**src/rtl/alu_issuer_if.sv**
```systemverilog
// Bundles the decode-side request, ALU operand/result and writeback-side result handshakes.
// The master modport is the issuer; the slave modport is the surrounding pipeline and ALU.
interface alu_issuer_if #(
  parameter int unsigned WIDTH = 32
);
  logic             in_valid;
  logic             in_ready;
  logic [WIDTH-1:0] in_a;
  logic [WIDTH-1:0] in_b;
  logic [2:0]       in_sel;
  logic [WIDTH-1:0] alu_a;
  logic [WIDTH-1:0] alu_b;
  logic [2:0]       alu_sel;
  logic [WIDTH-1:0] alu_r;
  logic             alu_zf;
  logic             out_valid;
  logic             out_ready;
  logic [WIDTH-1:0] out_r;
  logic             out_zf;
  logic             out_dz;

  modport master (
    input  in_valid, in_a, in_b, in_sel, alu_r, alu_zf, out_ready,
    output in_ready, alu_a, alu_b, alu_sel, out_valid, out_r, out_zf, out_dz
  );

  modport slave (
    output in_valid, in_a, in_b, in_sel, alu_r, alu_zf, out_ready,
    input  in_ready, alu_a, alu_b, alu_sel, out_valid, out_r, out_zf, out_dz
  );
endinterface

```
**src/rtl/alu_issuer.sv**
```systemverilog
// Issues one op at a time to a combinational ALU, waits an op-dependent settle time,
// then returns the captured result; divide-by-zero is answered locally.
module alu_issuer #(
  parameter int unsigned WIDTH    = 32,
  parameter int unsigned MUL_WAIT = 2,
  parameter int unsigned DIV_WAIT = 4
) (
  input  logic          clk,
  input  logic          rst,
  alu_issuer_if.master  bus
);
  localparam int unsigned CNT_W   = 4;
  localparam logic [2:0]  SEL_MUL = 3'd5;
  localparam logic [2:0]  SEL_DIV = 3'd6;

  typedef enum logic [1:0] {
    S_IDLE = 2'd0,
    S_EXEC = 2'd1,
    S_DONE = 2'd2
  } state_t;

  state_t           r_state;
  state_t           w_next;
  logic             w_accept;
  logic             w_div0;
  logic             w_capture;
  logic [CNT_W-1:0] w_load_cnt;
  logic [CNT_W-1:0] r_cnt;
  logic             r_in_ready;
  logic             r_out_valid;
  logic [WIDTH-1:0] r_alu_a;
  logic [WIDTH-1:0] r_alu_b;
  logic [2:0]       r_alu_sel;
  logic [WIDTH-1:0] r_out_r;
  logic             r_out_zf;
  logic             r_out_dz;

  always_ff @(posedge clk) begin
    if (rst) r_state <= S_IDLE;
    else     r_state <= w_next;
  end

  always_comb begin
    w_next     = r_state;
    w_accept   = 1'b0;
    w_div0     = 1'b0;
    w_capture  = 1'b0;
    w_load_cnt = '0;
    case (bus.in_sel)
      SEL_MUL: w_load_cnt = CNT_W'(MUL_WAIT);
      SEL_DIV: w_load_cnt = CNT_W'(DIV_WAIT);
      default: w_load_cnt = '0;
    endcase
    case (r_state)
      S_IDLE: begin
        if (bus.in_valid) begin
          w_accept = 1'b1;
          if (bus.in_sel == SEL_DIV && bus.in_b == '0) begin
            w_div0 = 1'b1;
            w_next = S_DONE;
          end else begin
            w_next = S_EXEC;
          end
        end
      end
      S_EXEC: begin
        if (r_cnt == '0) begin
          w_capture = 1'b1;
          w_next    = S_DONE;
        end
      end
      S_DONE: begin
        if (bus.out_ready) w_next = S_IDLE;
      end
      default: w_next = S_IDLE;
    endcase
  end

  // Handshake flags track the next state so they are flops, not state decodes.
  always_ff @(posedge clk) begin
    if (rst) begin
      r_in_ready  <= 1'b1;
      r_out_valid <= 1'b0;
    end else begin
      r_in_ready  <= (w_next == S_IDLE);
      r_out_valid <= (w_next == S_DONE);
    end
  end

  always_ff @(posedge clk) begin
    if (rst) begin
      r_cnt     <= '0;
      r_alu_a   <= '0;
      r_alu_b   <= '0;
      r_alu_sel <= '0;
      r_out_r   <= '0;
      r_out_zf  <= 1'b0;
      r_out_dz  <= 1'b0;
    end else begin
      if (w_accept) begin
        r_alu_a   <= bus.in_a;
        r_alu_b   <= bus.in_b;
        r_alu_sel <= bus.in_sel;
        if (w_div0) begin
          r_out_r  <= '0;
          r_out_zf <= 1'b1;
          r_out_dz <= 1'b1;
        end else begin
          r_cnt    <= w_load_cnt;
          r_out_dz <= 1'b0;
        end
      end
      if (r_state == S_EXEC && r_cnt != '0) r_cnt <= r_cnt - CNT_W'(1);
      if (w_capture) begin
        r_out_r  <= bus.alu_r;
        r_out_zf <= bus.alu_zf;
      end
    end
  end

  assign bus.in_ready  = r_in_ready;
  assign bus.out_valid = r_out_valid;
  assign bus.alu_a     = r_alu_a;
  assign bus.alu_b     = r_alu_b;
  assign bus.alu_sel   = r_alu_sel;
  assign bus.out_r     = r_out_r;
  assign bus.out_zf    = r_out_zf;
  assign bus.out_dz    = r_out_dz;
endmodule

```
**src/flat_wrapper.sv**
```systemverilog
// flat-port wrapper written by rule: the top's interface ports become plain ports
module alu_issuer_flat 
#(
  parameter int unsigned WIDTH    = 32,
  parameter int unsigned MUL_WAIT = 2,
  parameter int unsigned DIV_WAIT = 4
)
  (clk, rst, bus_in_valid, bus_in_a, bus_in_b, bus_in_sel, bus_alu_r, bus_alu_zf, bus_out_ready, bus_in_ready, bus_alu_a, bus_alu_b, bus_alu_sel, bus_out_valid, bus_out_r, bus_out_zf, bus_out_dz);
  alu_issuer_if #(.WIDTH(WIDTH)) bus_i ();
  input  logic clk;
  input  logic rst;
  input wire logic [$bits(bus_i.in_valid)-1:0] bus_in_valid;
  input wire logic [$bits(bus_i.in_a)-1:0] bus_in_a;
  input wire logic [$bits(bus_i.in_b)-1:0] bus_in_b;
  input wire logic [$bits(bus_i.in_sel)-1:0] bus_in_sel;
  input wire logic [$bits(bus_i.alu_r)-1:0] bus_alu_r;
  input wire logic [$bits(bus_i.alu_zf)-1:0] bus_alu_zf;
  input wire logic [$bits(bus_i.out_ready)-1:0] bus_out_ready;
  output wire logic [$bits(bus_i.in_ready)-1:0] bus_in_ready;
  output wire logic [$bits(bus_i.alu_a)-1:0] bus_alu_a;
  output wire logic [$bits(bus_i.alu_b)-1:0] bus_alu_b;
  output wire logic [$bits(bus_i.alu_sel)-1:0] bus_alu_sel;
  output wire logic [$bits(bus_i.out_valid)-1:0] bus_out_valid;
  output wire logic [$bits(bus_i.out_r)-1:0] bus_out_r;
  output wire logic [$bits(bus_i.out_zf)-1:0] bus_out_zf;
  output wire logic [$bits(bus_i.out_dz)-1:0] bus_out_dz;
  assign bus_i.in_valid = bus_in_valid;
  assign bus_i.in_a = bus_in_a;
  assign bus_i.in_b = bus_in_b;
  assign bus_i.in_sel = bus_in_sel;
  assign bus_i.alu_r = bus_alu_r;
  assign bus_i.alu_zf = bus_alu_zf;
  assign bus_i.out_ready = bus_out_ready;
  assign bus_in_ready = bus_i.in_ready;
  assign bus_alu_a = bus_i.alu_a;
  assign bus_alu_b = bus_i.alu_b;
  assign bus_alu_sel = bus_i.alu_sel;
  assign bus_out_valid = bus_i.out_valid;
  assign bus_out_r = bus_i.out_r;
  assign bus_out_zf = bus_i.out_zf;
  assign bus_out_dz = bus_i.out_dz;
  alu_issuer #(.WIDTH(WIDTH), .MUL_WAIT(MUL_WAIT), .DIV_WAIT(DIV_WAIT)) u_core (.clk(clk), .rst(rst), .bus(bus_i));
endmodule
```
**config.mk**
```make
export PLATFORM = sky130hd
export DESIGN_NAME = alu_issuer_flat
export DESIGN_NICKNAME = d
export VERILOG_FILES = /design/src/rtl/alu_issuer_if.sv /design/src/rtl/alu_issuer.sv /design/src/flat_wrapper.sv
export SDC_FILE = /design/constraint.sdc
export NUM_CORES = 1
export LEC_CHECK = 0
export CAP_MARGIN = 20
export CORE_ASPECT_RATIO = 1.1
export CORE_MARGIN = 1.5
export CORE_UTILIZATION = 30
export CTS_BUF_LIST = sky130_fd_sc_hd__clkbuf_8
export DETAILED_ROUTE_END_ITERATION = 10
export PLACE_DENSITY = 0.72
export SKIP_LAST_GASP = 1
export SLEW_MARGIN = 15
export SYNTH_ARGS = -nofsm -noshare
export SYNTH_HDL_FRONTEND = slang
export SYNTH_SLANG_ARGS = --single-unit
```
**constraint.sdc**
```tcl
create_clock -name clk -period 3 [get_ports clk]
set_input_delay 0.6 -clock clk [delete_from_list [all_inputs] [get_ports clk]]
set_output_delay 0.6 -clock clk [all_outputs]
set_load 0.1 [all_outputs]
```
* Yosys cells after proc, flatten, opt, wreduce, memory -nomap -nowiden
Index checks and enable logic that the tools add are counted.
** Cells by class
- $add $sub $neg :: 1
- Eq/ne operators :: 6
- Muxes and demuxes :: 23
- Reduce and logical (&&, ||, !) cells :: 12
** Operators by type and width (count)
- 32-bit 2-to-1 mux :: 3
- 32-bit zero test :: 1
- 4-bit 2-to-1 mux :: 3
- 1-bit 2-to-1 mux :: 11
- 2-bit 2-to-1 mux :: 4
- 3-bit equality test (second input constant) :: 2
- 2-bit one-hot mux with 3 select lines :: 1
- 3-bit one-hot mux with 2 select lines :: 1
- 2-bit nonzero test :: 3
- 2-bit equality test (second input constant) :: 2
- 2-bit zero test :: 2
- 4-bit zero test :: 1
- 2-bit AND reduction :: 2
- 4-bit nonzero test :: 1
- 4-bit by 1-bit subtractor with 4-bit output (second input constant) :: 1
- 2-bit by 1-bit equality test with 1-bit output (second input constant) :: 1
- 1-bit logical AND :: 2
- 2-bit inequality test (second input constant) :: 1
** Word-level totals
- Flip-flop bits (word level) :: 109
- Bits of input ports :: 104
- Output and inout port bits :: 103
- Word-level logic and storage cells :: 52

* Longest topological paths before layout
Gate-level depths: netlist of the first run.
- Word-level depth :: 8
- Depth in mapped cells :: 7
- Depth with buffers taken out :: 7

* Worst setup path after synthesis of the first run
Ideal clock, no wire load.
- Path type :: in2reg
- Start point :: input port bus_in_b[25]
- End point :: register u_core.r_out_r[0], in the netlist u_core.bus.out_r[0]
- Library setup time :: 0.118 ns
- Arrival time :: 1.749 ns
- Required time :: 2.882 ns
- Path slack :: 1.133 ns
- Stages :: 6
- Path buffers :: 1
- Path through :: nor4_2 nand4_2 nor2_2 a311oi_4 buf_6 a22o_1
** On the way
- Longest elaborated chain between the ends :: 7
** RTL lines
- start, declared :: RTL line flat_wrapper.sv:14 : input wire logic [$bits(bus_i.in_b)-1:0] bus_in_b;
- 32-bit zero test :: RTL line alu_issuer.sv:58 : if (bus.in_sel == SEL_DIV && bus.in_b == '0) begin
- 1-bit logical AND :: RTL line alu_issuer.sv:58
- 1-bit 2-to-1 mux :: RTL line alu_issuer.sv:58
- 1-bit 2-to-1 mux :: RTL line alu_issuer.sv:56 : if (bus.in_valid) begin
- 1-bit 2-to-1 mux :: RTL line alu_issuer.sv:54 : case (r_state)
- 2-bit nonzero test (no source line)
- 2-bit AND reduction (no source line)
- end signal, assigned :: RTL line alu_issuer.sv:115 : r_out_r <= bus.alu_r;
- end, declared :: RTL line alu_issuer.sv:34 : logic [WIDTH-1:0] r_out_r;
No other way between the ends.
A chain may end at the register's enable or synchronous reset.

* Final worst setup path of the first run
- Start point :: input port bus_in_b[12]
- End point :: register u_core.r_out_r[29], in the netlist u_core.bus.out_r[29]
The elaborated chain is that of the path after synthesis.

==> results of run 1 <==
## kinds of logic after synthesis
group,count (synthesis),synth area share
simple gates,177,0.203
compound gates,114,0.189
flops,109,0.563
buf+inv,32,0.0384
mux,1,0.00258
fa+ha+maj,1,0.00323
## routing by layer
layer,routed length [um],part of all wire
met1,4600,0.41
met2,5450,0.49
met3,1020,0.091
met4,126,0.011
met5,0,0
## synthesized netlist by cell type, types with 2 or more instances
master / number / area, um2
nor3_1: 5 / 25.0
o21ai_0: 3 / 15.0
a21oi_1: 71 / 355
buf_2: 5 / 25.0
a22o_1: 30 / 263
dfxtp_1: 109 / 2180
buf_6: 3 / 33.8
buf_1: 4 / 15.0
nor4_1: 4 / 25.0
nor4_2: 4 / 50.1
nor2_1: 8 / 30.0
a31oi_1: 3 / 18.8
inv_1: 3 / 11.3
nand2_1: 142 / 533
nand2b_1: 3 / 18.8
a22o_2: 2 / 20.0
clkbuf_1: 17 / 63.8
## cells in the final DEF, fill, tap and decap left out, types with 2 or more instances in the layout
master and instances:
clkbuf_8 11, clkinv_2 2, a31oi_1 3, o21ai_0 3
a22o_1 30, nor2_2 2, nor2_1 7, nand2b_1 3
buf_4 107, nand2_1 141, bufinv_16 2, nor4_2 4
clkdlybuf4s50_1 102, dfxtp_1 109, a22o_2 2, nor4_1 4
nor3_1 5, a21oi_1 71, inv_1 4
## final cells by class
type | instances | area share
clock buffer | 11 | 0.0251
clock inverter | 5 | 0.0122
inverter | 3 | 0.00187
multi-input combinational | 293 | 0.257
sequential | 109 | 0.362
tap | 157 | 0.0326
timing repair buffer | 212 | 0.309
## report_power, final
| part | internal, W | leakage (nW) | total, W | switching, W |
|---|---|---|---|---|
| clock network | 0.000510 | 0.121 | 0.000986 | 0.000476 |
| registers | 0.00158 | 0.892 | 0.00165 | 0.0000742 |
| logic | 0.000400 | 1.49 | 0.00160 | 0.00120 |
## critical path, cell delays in order
cell and delay (ns):
clkdlybuf4s50_1 0.45, nor4_2 0.38, nand4_2 0.22, nor2_2 0.23, a311oi_4 0.11, buf_4 0.26, a22o_2 0.29
## sequential cells by signal, indices dropped and copies added, names as in the netlist
signal / cells
u_core.bus.alu_a: 32
u_core.bus.alu_b: 32
u_core.bus.alu_sel: 3
u_core.bus.in_ready: 1
u_core.bus.out_dz: 1
u_core.bus.out_r: 32
u_core.bus.out_valid: 1
u_core.bus.out_zf: 1
u_core.r_cnt: 4
u_core.r_state: 2
## per-stage QoR
| step | hold WS (ns) | setup slack [ns] |
|---|---|---|
| after floorplan | 0.463 | 1.13 |
| after global placement | 0.443 | 0.254 |
| after detailed placement | 0.447 | 0.266 |
| after CTS | 0.462 | 0.684 |
| after global routing | 0.477 | 0.617 |
| final | 0.460 | 0.721 |
## final timing paths
| path | startpoint | endpoint | depth (start not counted) | slack [ns] |
|---|---|---|---|---|
| setup / recovery | bus_in_b[12] | u_core.bus.out_r[29] | 7 | 0.72 |
| hold / removal | u_core.bus.alu_b[27] | u_core.bus.alu_b[27] | 2 | 0.46 |
| setup reg to reg | u_core.r_cnt[0] | u_core.bus.out_r[0] | 7 | 1.00 |
| hold reg to reg | u_core.bus.alu_b[27] | u_core.bus.alu_b[27] | 2 | 0.46 |
==> flow_metrics.env, run 1 <==
export IMPL_cts_root_buf="clkbuf_8"
export IMPL_vias_per_cell=4.82
export IMPL_finalWorstPathRequiredPeriod_ns=2.28
export IMPL_seq_area_um2=2180
export IMPL_clock_path_buffers=2
export IMPL_use_met3=0.0721
export IMPL_instances_no_fill=790
export IMPL_clock_latency_ns=0.37
export IMPL_num_fill_cells=1222
export IMPL_yosys_warnings=0
export IMPL_max_freq_mhz=439
export IMPL_die_h_um=122
export IMPL_netlist_instances=434
export IMPL_numCtsBuffers=9
export IMPL_fin_crit_sh=0.760
export IMPL_grt_max_degree=54
export IMPL_synth_flop_cell="dfxtp_1"
export IMPL_status="finished clean"
export IMPL_grt_pass1_wl_mm=17.4
export IMPL_area_delta_synth_final_pct=55.6
export IMPL_htree_levels=3
export IMPL_grt_use_met1=0.184
export IMPL_ys_types=35
export IMPL_grt_pass1_vias=3543
export IMPL_drtAntennaViolNets=0
export IMPL_start_util=0.308
export IMPL_boundaryPins=207
export IMPL_drive_gt1_frac=0.221
export IMPL_setup_viol=0
export IMPL_antenna_found_initial=0
export IMPL_finalHoldViolations=0
export IMPL_rows=43
export IMPL_ir_worst_vdd_mv=0.520
export IMPL_cts_tree="yes"
export IMPL_numClockSinks=109
export IMPL_stdcell_area_um2=6030
export IMPL_groute_usage_overall=0.160
export IMPL_place_gp_congestion=0.769
export IMPL_routed_via_count=3804
export IMPL_die_w_um=111
export IMPL_final_setup_skew_ns=0.00696
export IMPL_path_max_fanout=32
export IMPL_rsz0062_at_grt="false"
export IMPL_path_clk_slew_ns=0.10
export IMPL_use_met2=0.274
export IMPL_multi_input_area_um2=1550
export IMPL_async_flop_share=0
export IMPL_netlist_area_um2=3870
export IMPL_drt_iter0_markers=204
export IMPL_final_nets=733
export IMPL_arrival_ns=2.55
export IMPL_cp_end_kind="flop"
export IMPL_synth_avg_cell_area_um2=8.93
export IMPL_placed_area_um2=5800
export IMPL_synth_edf_count=0
export IMPL_cp_start_kind="primary input"
export IMPL_required_ns=3.27
export IMPL_grt_overflow=0
export IMPL_power_density_nw_per_um2=703
export IMPL_drv_cap=0
export IMPL_wl_per_cell_um=14.2
export IMPL_dp_hpwl_mm=8.32
export IMPL_syn_nets=539
export IMPL_io_buffers=206
export IMPL_final_util=0.479
export IMPL_cts_setup_buffers=0
export IMPL_wl_mm=11.2
export IMPL_path_class="in2reg"
export IMPL_dr_pass1_iters=4
export IMPL_drcViolationCount=0
export IMPL_core_area_um2=12600
export IMPL_hold_buffers=0
export IMPL_die_area_um2=13600
export IMPL_dpl_cell_count=774
export IMPL_slew_violations=0
export IMPL_seq_area_frac_synth=0.563
export IMPL_diodes=0
export IMPL_gr_max_usage_layer="met2"
export IMPL_relSlewSlack=0.566
export IMPL_finalPower_w=0.00424
export IMPL_worst_pin_slew_ns=0.649
export IMPL_min_path_type="reg2reg"
export IMPL_ys_ff_latch=109
export IMPL_fin_setup_tns_ns=0
export IMPL_cts_repair_resize_count=0
export IMPL_power_leakage_nw=2.50
No activity file was read; power rests on OpenSTA's default activity.
==> inputs of run 2 (changes only) <==
--- a/config.mk
+++ b/config.mk
@@ -11,7 +11,7 @@
 export CORE_UTILIZATION = 30
 export CTS_BUF_LIST = sky130_fd_sc_hd__clkbuf_8
 export DETAILED_ROUTE_END_ITERATION = 10
-export PLACE_DENSITY = 0.72
+export PLACE_DENSITY = 0.75
 export SKIP_LAST_GASP = 1
 export SLEW_MARGIN = 15
 export SYNTH_ARGS = -nofsm -noshare
==> constraint.sdc (replaced) <==
create_clock -name clk -period 2 [get_ports clk]
set_input_delay 0.4 -clock clk [delete_from_list [all_inputs] [get_ports clk]]
set_output_delay 0.4 -clock clk [all_outputs]
set_load 0.1 [all_outputs]
==> flow_metrics.env, run 2 (same netlist as run 1, synthesis figures left out) <==
export IMPL_drtAntennaViolNets=0
export IMPL_drive_gt1_frac=0.246
export IMPL_clock_path_buffers=2
export IMPL_path_clk_slew_ns=0.10
export IMPL_drcViolationCount=0
export IMPL_required_ns=2.26
export IMPL_rsz0062_at_grt="false"
export IMPL_area_delta_synth_final_pct=60.2
export IMPL_crit_path_end="u_core.bus.out_r[28]"
export IMPL_status="finished clean"
export IMPL_holdPathStages=3
export IMPL_grt_pass1_vias=3691
export IMPL_rr_worst_depth=7
export IMPL_drv_cap=0
export IMPL_placed_area_um2=5940
export IMPL_instances_no_fill=808
export IMPL_arrival_ns=2.19
export IMPL_ir_worst_vdd_mv=0.470
export IMPL_routed_via_count=3807
export IMPL_fin_crit_sh=0.963
export IMPL_finalPower_w=0.00637
export IMPL_relSlewSlack=0.614
export IMPL_timing_rr_end="u_core.r_cnt[1]"
export IMPL_grt_max_degree=55
export IMPL_diodes=0
export IMPL_critPathLaunch="bus_in_b[4]"
export IMPL_dp_hpwl_mm=8.38
export IMPL_worst_pin_slew_ns=0.578
export IMPL_min_path_type="in2reg"
export IMPL_boundaryPins=207
export IMPL_grt_pass1_wl_mm=17.9
export IMPL_die_w_um=111
export IMPL_finalWorstPathRequiredPeriod_ns=1.93
export IMPL_clock_latency_ns=0.37
export IMPL_cts_root_buf="clkbuf_8"
export IMPL_stdcell_area_um2=6200
export IMPL_die_h_um=122
export IMPL_numClockSinks=109
export IMPL_antenna_found_initial=0
export IMPL_numCtsBuffers=9
export IMPL_dr_pass1_iters=6
export IMPL_io_buffers=206
export IMPL_hold_buffers=0
export IMPL_max_freq_mhz=519
export IMPL_setup_viol=0
export IMPL_place_gp_congestion=0.781
export IMPL_rr_startpoint="u_core.r_cnt[0]"
export IMPL_slew_violations=0
export IMPL_cp_end_kind="flop"
export IMPL_start_util=0.308
export IMPL_path_class="in2reg"
export IMPL_power_leakage_nw=2.59
export IMPL_wl_per_cell_um=14.1
export IMPL_dpl_cell_count=790
export IMPL_rows=43
export IMPL_die_area_um2=13600
export IMPL_drt_iter0_markers=218
export IMPL_finalHoldViolations=0
export IMPL_cp_start_kind="primary input"
export IMPL_final_common_cell="nand2_1"
export IMPL_final_setup_skew_ns=0.00964
export IMPL_htree_levels=3
export IMPL_wl_mm=11.4
export IMPL_final_cell_mix="141 x nand2_1, 124 x buf_4, 109 x dfxtp_1"
export IMPL_r2r_slack_ns=0.18
export IMPL_core_area_um2=12600
export IMPL_path_max_fanout=32
export IMPL_groute_usage_overall=0.165
export IMPL_cts_tree="yes"
export IMPL_final_nets=751
export IMPL_grt_overflow=0
export IMPL_power_density_nw_per_um2=1030
export IMPL_vias_per_cell=4.71
[run 2: worst max-delay path, stage by stage]
cell,delay (ns)
clkdlybuf4s50_1,0.42
nor4_1,0.38
nand2_1,0.24
nor2_4,0.19
a311oi_4,0.11
buf_12,0.19
a22o_2,0.26
[run 2: stage by stage]
stage	worst slack, ns	TNS (ns)	util	hold slack, ns
4_1_cts	0.0293	0	0.489	0.412
6_report	0.0746	0	0.493	0.444
2_1_floorplan	0.318	0	-	0.463
3_5_place_dp	-0.374	-13.46	0.472	0.448
3_3_place_gp	-0.386	-13.70	0.472	0.443
5_1_grt	0.0109	0	0.493	0.449
[run 2: cell type report]
type / count / area (um2)
fill: 1199 / 6380
sequential: 109 / 2180
timing repair buffer: 230 / 2020
multi-input combinational: 293 / 1580
tap: 157 / 196
clock buffer: 9 / 124
clock inverter: 7 / 92.6
inverter: 3 / 11.3
[run 2: power by group]
group          switching, W  internal [W]  leakage (nW)
Clock              0.000745      0.000702         0.112
Combinational       0.00180      0.000634          1.59
Sequential         0.000113       0.00237         0.892
[run 2: routing by layer]
layer	vias to the layer above	GRT usage	routed length, um
met3	17	0.0507	959
li1	1895	-	-
met2	165	0.286	5550
met1	1730	0.188	4650
met5	-	0	0
met4	0	0.0759	215
[run 2: what timing repair did]
item                                    in CTS  in global routing
hold endpoints to repair                     0                  0
resized for setup                            0                  6
setup buffers                                0                  2
endpoints found under the setup margin       0                 37
[run 2: worst min-delay path by stage]
stage / start / end / slack (ns)
final: rst / u_core.bus.in_ready / 0.44
after global routing: rst / u_core.bus.in_ready / 0.45
after CTS: rst / u_core.bus.in_ready / 0.41
after detailed placement: u_core.bus.alu_b[9] / u_core.bus.alu_b[9] / 0.45
after global placement: u_core.bus.alu_a[2] / u_core.bus.alu_a[2] / 0.44
after floorplan: u_core.r_cnt[0] / u_core.r_cnt[0] / 0.46
==> inputs of run 3 (changes only) <==
--- a/config.mk
+++ b/config.mk
@@ -13,7 +13,7 @@
 export DETAILED_ROUTE_END_ITERATION = 10
 export PLACE_DENSITY = 0.75
 export SKIP_LAST_GASP = 1
-export SLEW_MARGIN = 15
+export SLEW_MARGIN = 20
 export SYNTH_ARGS = -nofsm -noshare
 export SYNTH_HDL_FRONTEND = slang
 export SYNTH_SLANG_ARGS = --single-unit
==> results of run 3 <==
No change in the layout: final DEF, timing and power equal those of run 2.
